==> config.mk <==
export PLATFORM = sky130hd
export DESIGN_NAME = ysyx_24110006_lsu_axi_master
export DESIGN_NICKNAME = d
export VERILOG_FILES = /design/src/rtl/ysyx_24110006_axi_pkg.sv /design/src/rtl/ysyx_24110006_lane_align.sv /design/src/rtl/ysyx_24110006_lsu_axi_master.sv
export SDC_FILE = /design/constraint.sdc
export NUM_CORES = 1
export LEC_CHECK = 0
export CORE_MARGIN = 2
export CORE_UTILIZATION = 37
export DETAILED_ROUTE_END_ITERATION = 6
export GPL_TIMING_DRIVEN = 0
export MAX_ROUTING_LAYER = met4
export PLACE_DENSITY = 0.89
export SETUP_SLACK_MARGIN = 0.1
export SYNTH_ARGS = -nofsm -noshare
export SYNTH_HDL_FRONTEND = slang
export SYNTH_SLANG_ARGS = --single-unit
==> constraint.sdc <==
create_clock -name i_clock -period 1.4 [get_ports i_clock]
set_input_delay 0.28 -clock i_clock [delete_from_list [all_inputs] [get_ports i_clock]]
set_output_delay 0.28 -clock i_clock [all_outputs]
set_load 0.03 [all_outputs]
==> src/rtl/ysyx_24110006_axi_pkg.sv <==
// Shared AXI4 constants and LSU bus-master FSM encoding.
//   BURST_*  : AXBURST encodings
//   RESP_*   : RRESP/BRESP encodings
//   SIZE_*   : core request sizes (byte/half/word)
//   state_e  : bus-master FSM states
//   req_misaligned() : flags illegal size or an address not aligned to size
package ysyx_24110006_axi_pkg;

  localparam logic [1:0] BURST_INCR  = 2'b01;

  localparam logic [1:0] RESP_OKAY   = 2'b00;
  localparam logic [1:0] RESP_SLVERR = 2'b10;
  localparam logic [1:0] RESP_DECERR = 2'b11;

  localparam logic [1:0] SIZE_B = 2'd0;
  localparam logic [1:0] SIZE_H = 2'd1;
  localparam logic [1:0] SIZE_W = 2'd2;

  typedef enum logic [2:0] {
    S_IDLE = 3'd0,
    S_AR   = 3'd1,
    S_R    = 3'd2,
    S_AW_W = 3'd3,
    S_B    = 3'd4,
    S_RSP  = 3'd5
  } state_e;

  function automatic logic req_misaligned(input logic [1:0] size, input logic [1:0] addr_lo);
    logic bad;
    case (size)
      SIZE_B:  bad = 1'b0;
      SIZE_H:  bad = addr_lo[0];
      SIZE_W:  bad = (addr_lo != 2'b00);
      default: bad = 1'b1;
    endcase
    return bad;
  endfunction

endpackage

==> src/rtl/ysyx_24110006_lane_align.sv <==
// Combinational byte-lane alignment between an LSB-aligned core view and
// the 32-bit AXI data bus.
//   addr_lo_i : byte offset within the word
//   size_i    : 0=byte 1=half 2=word
//   wdata_i   : store data, LSB-aligned      -> wdata_o : shifted onto its lanes
//                                            -> wstrb_o : byte enables for the access
//   rdata_i   : raw bus read word            -> rdata_o : right-aligned, zero-extended
module ysyx_24110006_lane_align
  import ysyx_24110006_axi_pkg::*;
(
  input  logic [1:0]  addr_lo_i,
  input  logic [1:0]  size_i,
  input  logic [31:0] wdata_i,
  input  logic [31:0] rdata_i,
  output logic [31:0] wdata_o,
  output logic [3:0]  wstrb_o,
  output logic [31:0] rdata_o
);

  logic [4:0]  sh;
  logic [3:0]  strb_base;
  logic [31:0] rd_shift;

  assign sh       = {addr_lo_i, 3'b000};
  assign wdata_o  = wdata_i << sh;
  assign rd_shift = rdata_i >> sh;
  assign wstrb_o  = strb_base << addr_lo_i;

  always_comb begin
    strb_base = 4'b0000;
    rdata_o   = rd_shift;
    case (size_i)
      SIZE_B: begin
        strb_base = 4'b0001;
        rdata_o   = {24'b0, rd_shift[7:0]};
      end
      SIZE_H: begin
        strb_base = 4'b0011;
        rdata_o   = {16'b0, rd_shift[15:0]};
      end
      SIZE_W: begin
        strb_base = 4'b1111;
        rdata_o   = rd_shift;
      end
      default: begin
        strb_base = 4'b0000;
        rdata_o   = rd_shift;
      end
    endcase
  end

endmodule

==> src/rtl/ysyx_24110006_lsu_axi_master.sv <==
// AXI4 initiator for the core's load/store port. One single-beat (LEN=0,
// INCR) transaction at a time; misaligned or illegal-size requests are
// answered with an error and never reach the bus.
//   i_clock/i_reset : clock, synchronous active-high reset
//   i_req_* / o_req_ready : request port (accepted only in IDLE)
//   o_rsp_* / i_rsp_ready : response port (held until accepted)
//   o_axi_aw*/w*/b*/ar*/r*, i_axi_* : AXI4 master interface
module ysyx_24110006_lsu_axi_master
  import ysyx_24110006_axi_pkg::*;
#(
  parameter logic [3:0] AXI_ID = 4'h0
) (
  input  logic        i_clock,
  input  logic        i_reset,
  // core request / response
  input  logic        i_req_valid,
  output logic        o_req_ready,
  input  logic        i_req_wen,
  input  logic [31:0] i_req_addr,
  input  logic [1:0]  i_req_size,
  input  logic [31:0] i_req_wdata,
  output logic        o_rsp_valid,
  input  logic        i_rsp_ready,
  output logic [31:0] o_rsp_rdata,
  output logic        o_rsp_err,
  // AW
  output logic [3:0]  o_axi_awid,
  output logic [31:0] o_axi_awaddr,
  output logic [7:0]  o_axi_awlen,
  output logic [2:0]  o_axi_awsize,
  output logic [1:0]  o_axi_awburst,
  output logic        o_axi_awvalid,
  input  logic        i_axi_awready,
  // W
  output logic [31:0] o_axi_wdata,
  output logic [3:0]  o_axi_wstrb,
  output logic        o_axi_wlast,
  output logic        o_axi_wvalid,
  input  logic        i_axi_wready,
  // B
  input  logic [3:0]  i_axi_bid,
  input  logic [1:0]  i_axi_bresp,
  input  logic        i_axi_bvalid,
  output logic        o_axi_bready,
  // AR
  output logic [3:0]  o_axi_arid,
  output logic [31:0] o_axi_araddr,
  output logic [7:0]  o_axi_arlen,
  output logic [2:0]  o_axi_arsize,
  output logic [1:0]  o_axi_arburst,
  output logic        o_axi_arvalid,
  input  logic        i_axi_arready,
  // R
  input  logic [3:0]  i_axi_rid,
  input  logic [31:0] i_axi_rdata,
  input  logic [1:0]  i_axi_rresp,
  input  logic        i_axi_rlast,
  input  logic        i_axi_rvalid,
  output logic        o_axi_rready
);

  state_e      state_q;
  logic [31:0] addr_q, wdata_q, rsp_rdata_q;
  logic [1:0]  size_q;
  logic        arvalid_q, awvalid_q, wvalid_q, rready_q, bready_q;
  logic        aw_done_q, w_done_q;
  logic        rsp_valid_q, rsp_err_q;

  logic        aw_hs, w_hs, aw_done_d, w_done_d;
  logic [31:0] wdata_al, rdata_al;
  logic [3:0]  wstrb_al;

  // Single-beat transactions: ID/RLAST carry no information here.
  logic unused_ok;
  assign unused_ok = ^{i_axi_bid, i_axi_rid, i_axi_rlast};

  ysyx_24110006_lane_align u_align (
    .addr_lo_i (addr_q[1:0]),
    .size_i    (size_q),
    .wdata_i   (wdata_q),
    .rdata_i   (i_axi_rdata),
    .wdata_o   (wdata_al),
    .wstrb_o   (wstrb_al),
    .rdata_o   (rdata_al)
  );

  // AW and W complete independently; B is entered once both have landed,
  // including when both handshake in the same cycle.
  assign aw_hs     = awvalid_q & i_axi_awready;
  assign w_hs      = wvalid_q & i_axi_wready;
  assign aw_done_d = aw_done_q | aw_hs;
  assign w_done_d  = w_done_q | w_hs;

  always_ff @(posedge i_clock) begin
    if (i_reset) begin
      state_q     <= S_IDLE;
      addr_q      <= '0;
      size_q      <= '0;
      wdata_q     <= '0;
      arvalid_q   <= 1'b0;
      awvalid_q   <= 1'b0;
      wvalid_q    <= 1'b0;
      rready_q    <= 1'b0;
      bready_q    <= 1'b0;
      aw_done_q   <= 1'b0;
      w_done_q    <= 1'b0;
      rsp_valid_q <= 1'b0;
      rsp_err_q   <= 1'b0;
      rsp_rdata_q <= '0;
    end else begin
      case (state_q)
        S_IDLE: if (i_req_valid) begin
          addr_q    <= i_req_addr;
          size_q    <= i_req_size;
          wdata_q   <= i_req_wdata;
          aw_done_q <= 1'b0;
          w_done_q  <= 1'b0;
          if (req_misaligned(i_req_size, i_req_addr[1:0])) begin
            rsp_err_q   <= 1'b1;
            rsp_rdata_q <= '0;
            rsp_valid_q <= 1'b1;
            state_q     <= S_RSP;
          end else if (i_req_wen) begin
            awvalid_q <= 1'b1;
            wvalid_q  <= 1'b1;
            state_q   <= S_AW_W;
          end else begin
            arvalid_q <= 1'b1;
            state_q   <= S_AR;
          end
        end
        S_AR: if (i_axi_arready) begin
          arvalid_q <= 1'b0;
          rready_q  <= 1'b1;
          state_q   <= S_R;
        end
        S_R: if (i_axi_rvalid) begin
          rready_q    <= 1'b0;
          rsp_rdata_q <= rdata_al;
          rsp_err_q   <= (i_axi_rresp != RESP_OKAY);
          rsp_valid_q <= 1'b1;
          state_q     <= S_RSP;
        end
        S_AW_W: begin
          if (aw_hs) awvalid_q <= 1'b0;
          if (w_hs)  wvalid_q  <= 1'b0;
          aw_done_q <= aw_done_d;
          w_done_q  <= w_done_d;
          if (aw_done_d && w_done_d) begin
            bready_q <= 1'b1;
            state_q  <= S_B;
          end
        end
        S_B: if (i_axi_bvalid) begin
          bready_q    <= 1'b0;
          rsp_rdata_q <= '0;
          rsp_err_q   <= (i_axi_bresp != RESP_OKAY);
          rsp_valid_q <= 1'b1;
          state_q     <= S_RSP;
        end
        S_RSP: if (i_rsp_ready) begin
          rsp_valid_q <= 1'b0;
          state_q     <= S_IDLE;
        end
        default: state_q <= S_IDLE;
      endcase
    end
  end

  assign o_req_ready   = (state_q == S_IDLE);
  assign o_rsp_valid   = rsp_valid_q;
  assign o_rsp_rdata   = rsp_rdata_q;
  assign o_rsp_err     = rsp_err_q;

  assign o_axi_awid    = AXI_ID;
  assign o_axi_awaddr  = addr_q;
  assign o_axi_awlen   = 8'd0;
  assign o_axi_awsize  = {1'b0, size_q};
  assign o_axi_awburst = BURST_INCR;
  assign o_axi_awvalid = awvalid_q;

  assign o_axi_wdata   = wdata_al;
  assign o_axi_wstrb   = wstrb_al;
  assign o_axi_wlast   = 1'b1;
  assign o_axi_wvalid  = wvalid_q;

  assign o_axi_bready  = bready_q;

  assign o_axi_arid    = AXI_ID;
  assign o_axi_araddr  = addr_q;
  assign o_axi_arlen   = 8'd0;
  assign o_axi_arsize  = {1'b0, size_q};
  assign o_axi_arburst = BURST_INCR;
  assign o_axi_arvalid = arvalid_q;

  assign o_axi_rready  = rready_q;

endmodule
==> results.sh <==
export IMPL_status="complete, but fails checks"
export IMPL_failed_checks="setup timing"
export IMPL_grt_max_degree=19
export IMPL_powerDensity_mw_per_mm2=1640
export IMPL_setup_viol=146
export IMPL_final_max_slew_viol_count=0
export IMPL_multiInputGateArea_sq_mm=0.00455
export IMPL_pwr_share_seq=0.216
export IMPL_root_buffer="clkbuf_16"
export IMPL_r2r_setup_slack_ps=-270
export IMPL_min_path_type="primary input to flip-flop"
export IMPL_tns_ps=-35410
export IMPL_via_per_inst=5.19
export IMPL_antenna_found_initial=0
export IMPL_wl_met3_mm=1.64
export IMPL_rows=46
export IMPL_path_max_fanout=8
export IMPL_hold_path_depth=3
export IMPL_worstReg2RegStart="state_q[1]$_SDFFE_PP0P_"
export IMPL_post_route_min_period_ps=1940
export IMPL_crit_slowest_cell="dfxtp_4"
export IMPL_reg2reg_depth=10
export IMPL_met2_length_mm=13.8
export IMPL_area_growth_pct=100
export IMPL_mostFrequentLayoutCells="buf_4, nand2_1, clkdlybuf4s50_1"
export IMPL_grt_pass1_vias=6902
export IMPL_ys_types=46
export IMPL_post_route_cells_drive_above_1_share=0.575
export IMPL_die_w_um=131
export IMPL_die_h_um=131
export IMPL_boundaryPins=296
export IMPL_layout_worst_path_cycle_share=1.38
export IMPL_post_drt_wl_per_cell_um=20.0
export IMPL_p_int_mw=11.1
export IMPL_ys_flop_type="dfxtp_1"
export IMPL_switching_power_mw=8.43
export IMPL_p_leak_nw=5.34
export IMPL_final_common_cell="buf_4"
export IMPL_maxCapViolations=0
export IMPL_worst_setup_path_type="flip-flop to output pin"
export IMPL_min_delay_start="i_req_addr[1]"
export IMPL_htree_num_levels=3
export IMPL_syn_inst=736
export IMPL_overflow=0
export IMPL_drt_wl_total_mm=26.8
export IMPL_tightest_slew_ps=745
export IMPL_critPathMaxStageDelay_ps=350
export IMPL_vias=6942
export IMPL_clock_skew_ps=6.53
export IMPL_layout_nets=1242
export IMPL_drtAntennaViolNets=0
export IMPL_slew_headroom=0.503
export IMPL_highest_layer="met4"
export IMPL_ir_drop_mv=0.874
export IMPL_drt_met1_wl_mm=10.2
export IMPL_place_ws_ps=-866
export IMPL_core_sq_mm=0.0158
export IMPL_first_pass_iters=5
export IMPL_numPortBuffers=255
export IMPL_route_detailed_drc=0
export IMPL_clk_latency_ps=350
export IMPL_cts_buffers=9
export IMPL_crit_arrival_ps=1660
export IMPL_sw_frac_of_total=0.432
export IMPL_clk_pin_slew_ps=80
export IMPL_netlist_area_sq_mm=0.00594
export IMPL_synth_edf_count=0
export IMPL_p_clk_frac=0.129
export IMPL_yosysSeqAreaShare=0.371
export IMPL_max_freq_mhz=516
export IMPL_layout_setup_ws_ps=-539
export IMPL_critPathBufInv=5
export IMPL_clock_path_buffers=2
export IMPL_grt_usage=0.292
export IMPL_startpoint_type="flip-flop"
export IMPL_critPathTopFamily="buffers and inverters"
export IMPL_synthArstFlopShare=0
export IMPL_path_cells="buf_8 > buf_12 > buf_12 > buf_4 > a211oi_4 > a21oi_4 > buf_6"
export IMPL_fin_hold_ws_ps=362
export IMPL_clock_sinks=110
export IMPL_drt_iter0_markers=387
export IMPL_cts_hold_buffers_added=0
export IMPL_final_util=0.754
export IMPL_endpoint_kind="output pin"
export IMPL_gp_congestion=0.877
export IMPL_synth_seq_cells=110
export IMPL_finalHoldViolCount=0
export IMPL_grt_pass1_wl_mm=36.9
export IMPL_antenna_cells=0
export IMPL_fillers=1042
export IMPL_crit_top_cell="buf_12"
export IMPL_cts_tree="done"
export IMPL_yosys_warnings=0
export IMPL_comb_power_share=0.655
export IMPL_ff_latch_area_sq_mm=0.00225
export IMPL_die_area_sq_mm=0.0171
export IMPL_reg2reg_to="o_axi_araddr[16]$_SDFFE_PP0P_"
export IMPL_post_dp_hpwl_mm=16.2
export IMPL_min_to="o_axi_araddr[1]$_SDFFE_PP0P_"
export IMPL_required_ps=1120
export IMPL_rsz0062_at_grt="true"
export IMPL_start_util=0.376
export IMPL_syn_avg_cell_area_sq_um=8.07
[repair_timing]
item,4_1_cts,5_1_grt
resized for setup,924,292
buffers inserted,65,20
pin swaps,40,121
gates cloned,12,2
setup endpoints to repair,254,191
[logic make-up (layout without fill, tap and decap cells)]
kind of cell	count (synthesis)	in the layout	share of synthesized area
compound gates	140	140	0.143
fa+ha+maj	4	4	0.00843
buf+inv	127	484	0.136
flops	110	110	0.371
mux	78	78	0.138
other cells	2	31	0.00126
simple gates	275	275	0.201
[power by group through the flow]
stage	Sequential, mW	Clock, mW	Combinational (mW)
CTS	4.13	2.53	11.3
finish	4.21	2.52	12.8
global placement	4.17	0	8.50
floorplan	4.57	0	5.43
global route	4.26	2.68	13.3
detailed placement	4.19	0	8.64
[final cells by class]
cell class	instances	share of cell area
buffer	115	0.100
multi-input combinational	528	0.383
sequential	110	0.189
timing repair buffer	345	0.279
clock buffer	10	0.0193
tap	216	0.0227
clock inverter	6	0.00379
inverter	8	0.00295
[per-stage QoR]
stage / instances / power [mW] / cell area, sq um
6_report: 1338 / 19.5 / 11900
5_1_grt: 1338 / 20.2 / 11900
2_1_floorplan: 765 / 10.0 / 6860
4_1_cts: 1329 / 18.0 / 11100
3_5_place_dp: 1236 / 12.8 / 9680
3_3_place_gp: 1236 / 12.7 / 9680
[registers in the layout (all words and copies together) (netlist names)]
register / flops
o_axi_araddr: 32
o_rsp_rdata: 32
wdata_q: 32
state_q: 3
size_q: 2
aw_done_q: 1
o_axi_arvalid: 1
o_axi_awvalid: 1
o_axi_bready: 1
o_axi_rready: 1
o_axi_wvalid: 1
o_rsp_err: 1
o_rsp_valid: 1
w_done_q: 1
[layer usage]
layer	up-vias	GRT usage
li1	3136	-
met1	3360	0.328
met2	354	0.513
met3	92	0.0456
met4	0	0.127
met5	-	-
[worst min-delay path: cells and delay by family]
kind / cells / cell delay, ps
compound gates: 1 / 40
simple gates: 1 / 80
buf+inv: 1 / 280
[synthesized netlist by cell type (2+ instances only)]
cell	number	area share
nand2_1	197	0.12
and3b_1	2	0.0030
nor2_1	29	0.018
o2bb2ai_1	8	0.012
mux2_4	5	0.013
nor3_1	6	0.0051
buf_2	23	0.019
dfxtp_1	110	0.37
nand3_1	2	0.0017
ha_1	4	0.0084
a32oi_1	3	0.0044
a31oi_1	3	0.0032
o21ai_0	15	0.013
a211oi_1	9	0.011
nor2b_1	20	0.021
clkbuf_1	15	0.0095
mux2_2	12	0.023
conb_1	2	0.0013
a21oi_1	84	0.071
buf_4	71	0.090
o211ai_1	8	0.010
and2_1	9	0.0095
nand3b_2	2	0.0038
inv_1	7	0.0044
buf_1	5	0.0032
buf_6	5	0.0095
mux2i_1	61	0.10
[worst max path at each step]
stage / slack [ps] / to / from / cells past startpoint
2_1_floorplan: -170 / o_axi_araddr[0]$_SDFFE_PP0P_ / state_q[2]$_SDFFE_PP0P_ / 8
3_3_place_gp: -830 / o_axi_wvalid$_SDFFE_PP0P_ / i_reset / 5
3_5_place_dp: -870 / o_axi_araddr[29]$_SDFFE_PP0P_ / i_reset / 5
4_1_cts: -560 / o_axi_wdata[26] / o_axi_araddr[0]$_SDFFE_PP0P_ / 7
5_1_grt: -600 / o_axi_wdata[31] / o_axi_araddr[1]$_SDFFE_PP0P_ / 6
6_report: -540 / o_axi_wdata[31] / o_axi_araddr[0]$_SDFFE_PP0P_ / 7
Note: power is estimated with default switching activity, not from simulation.
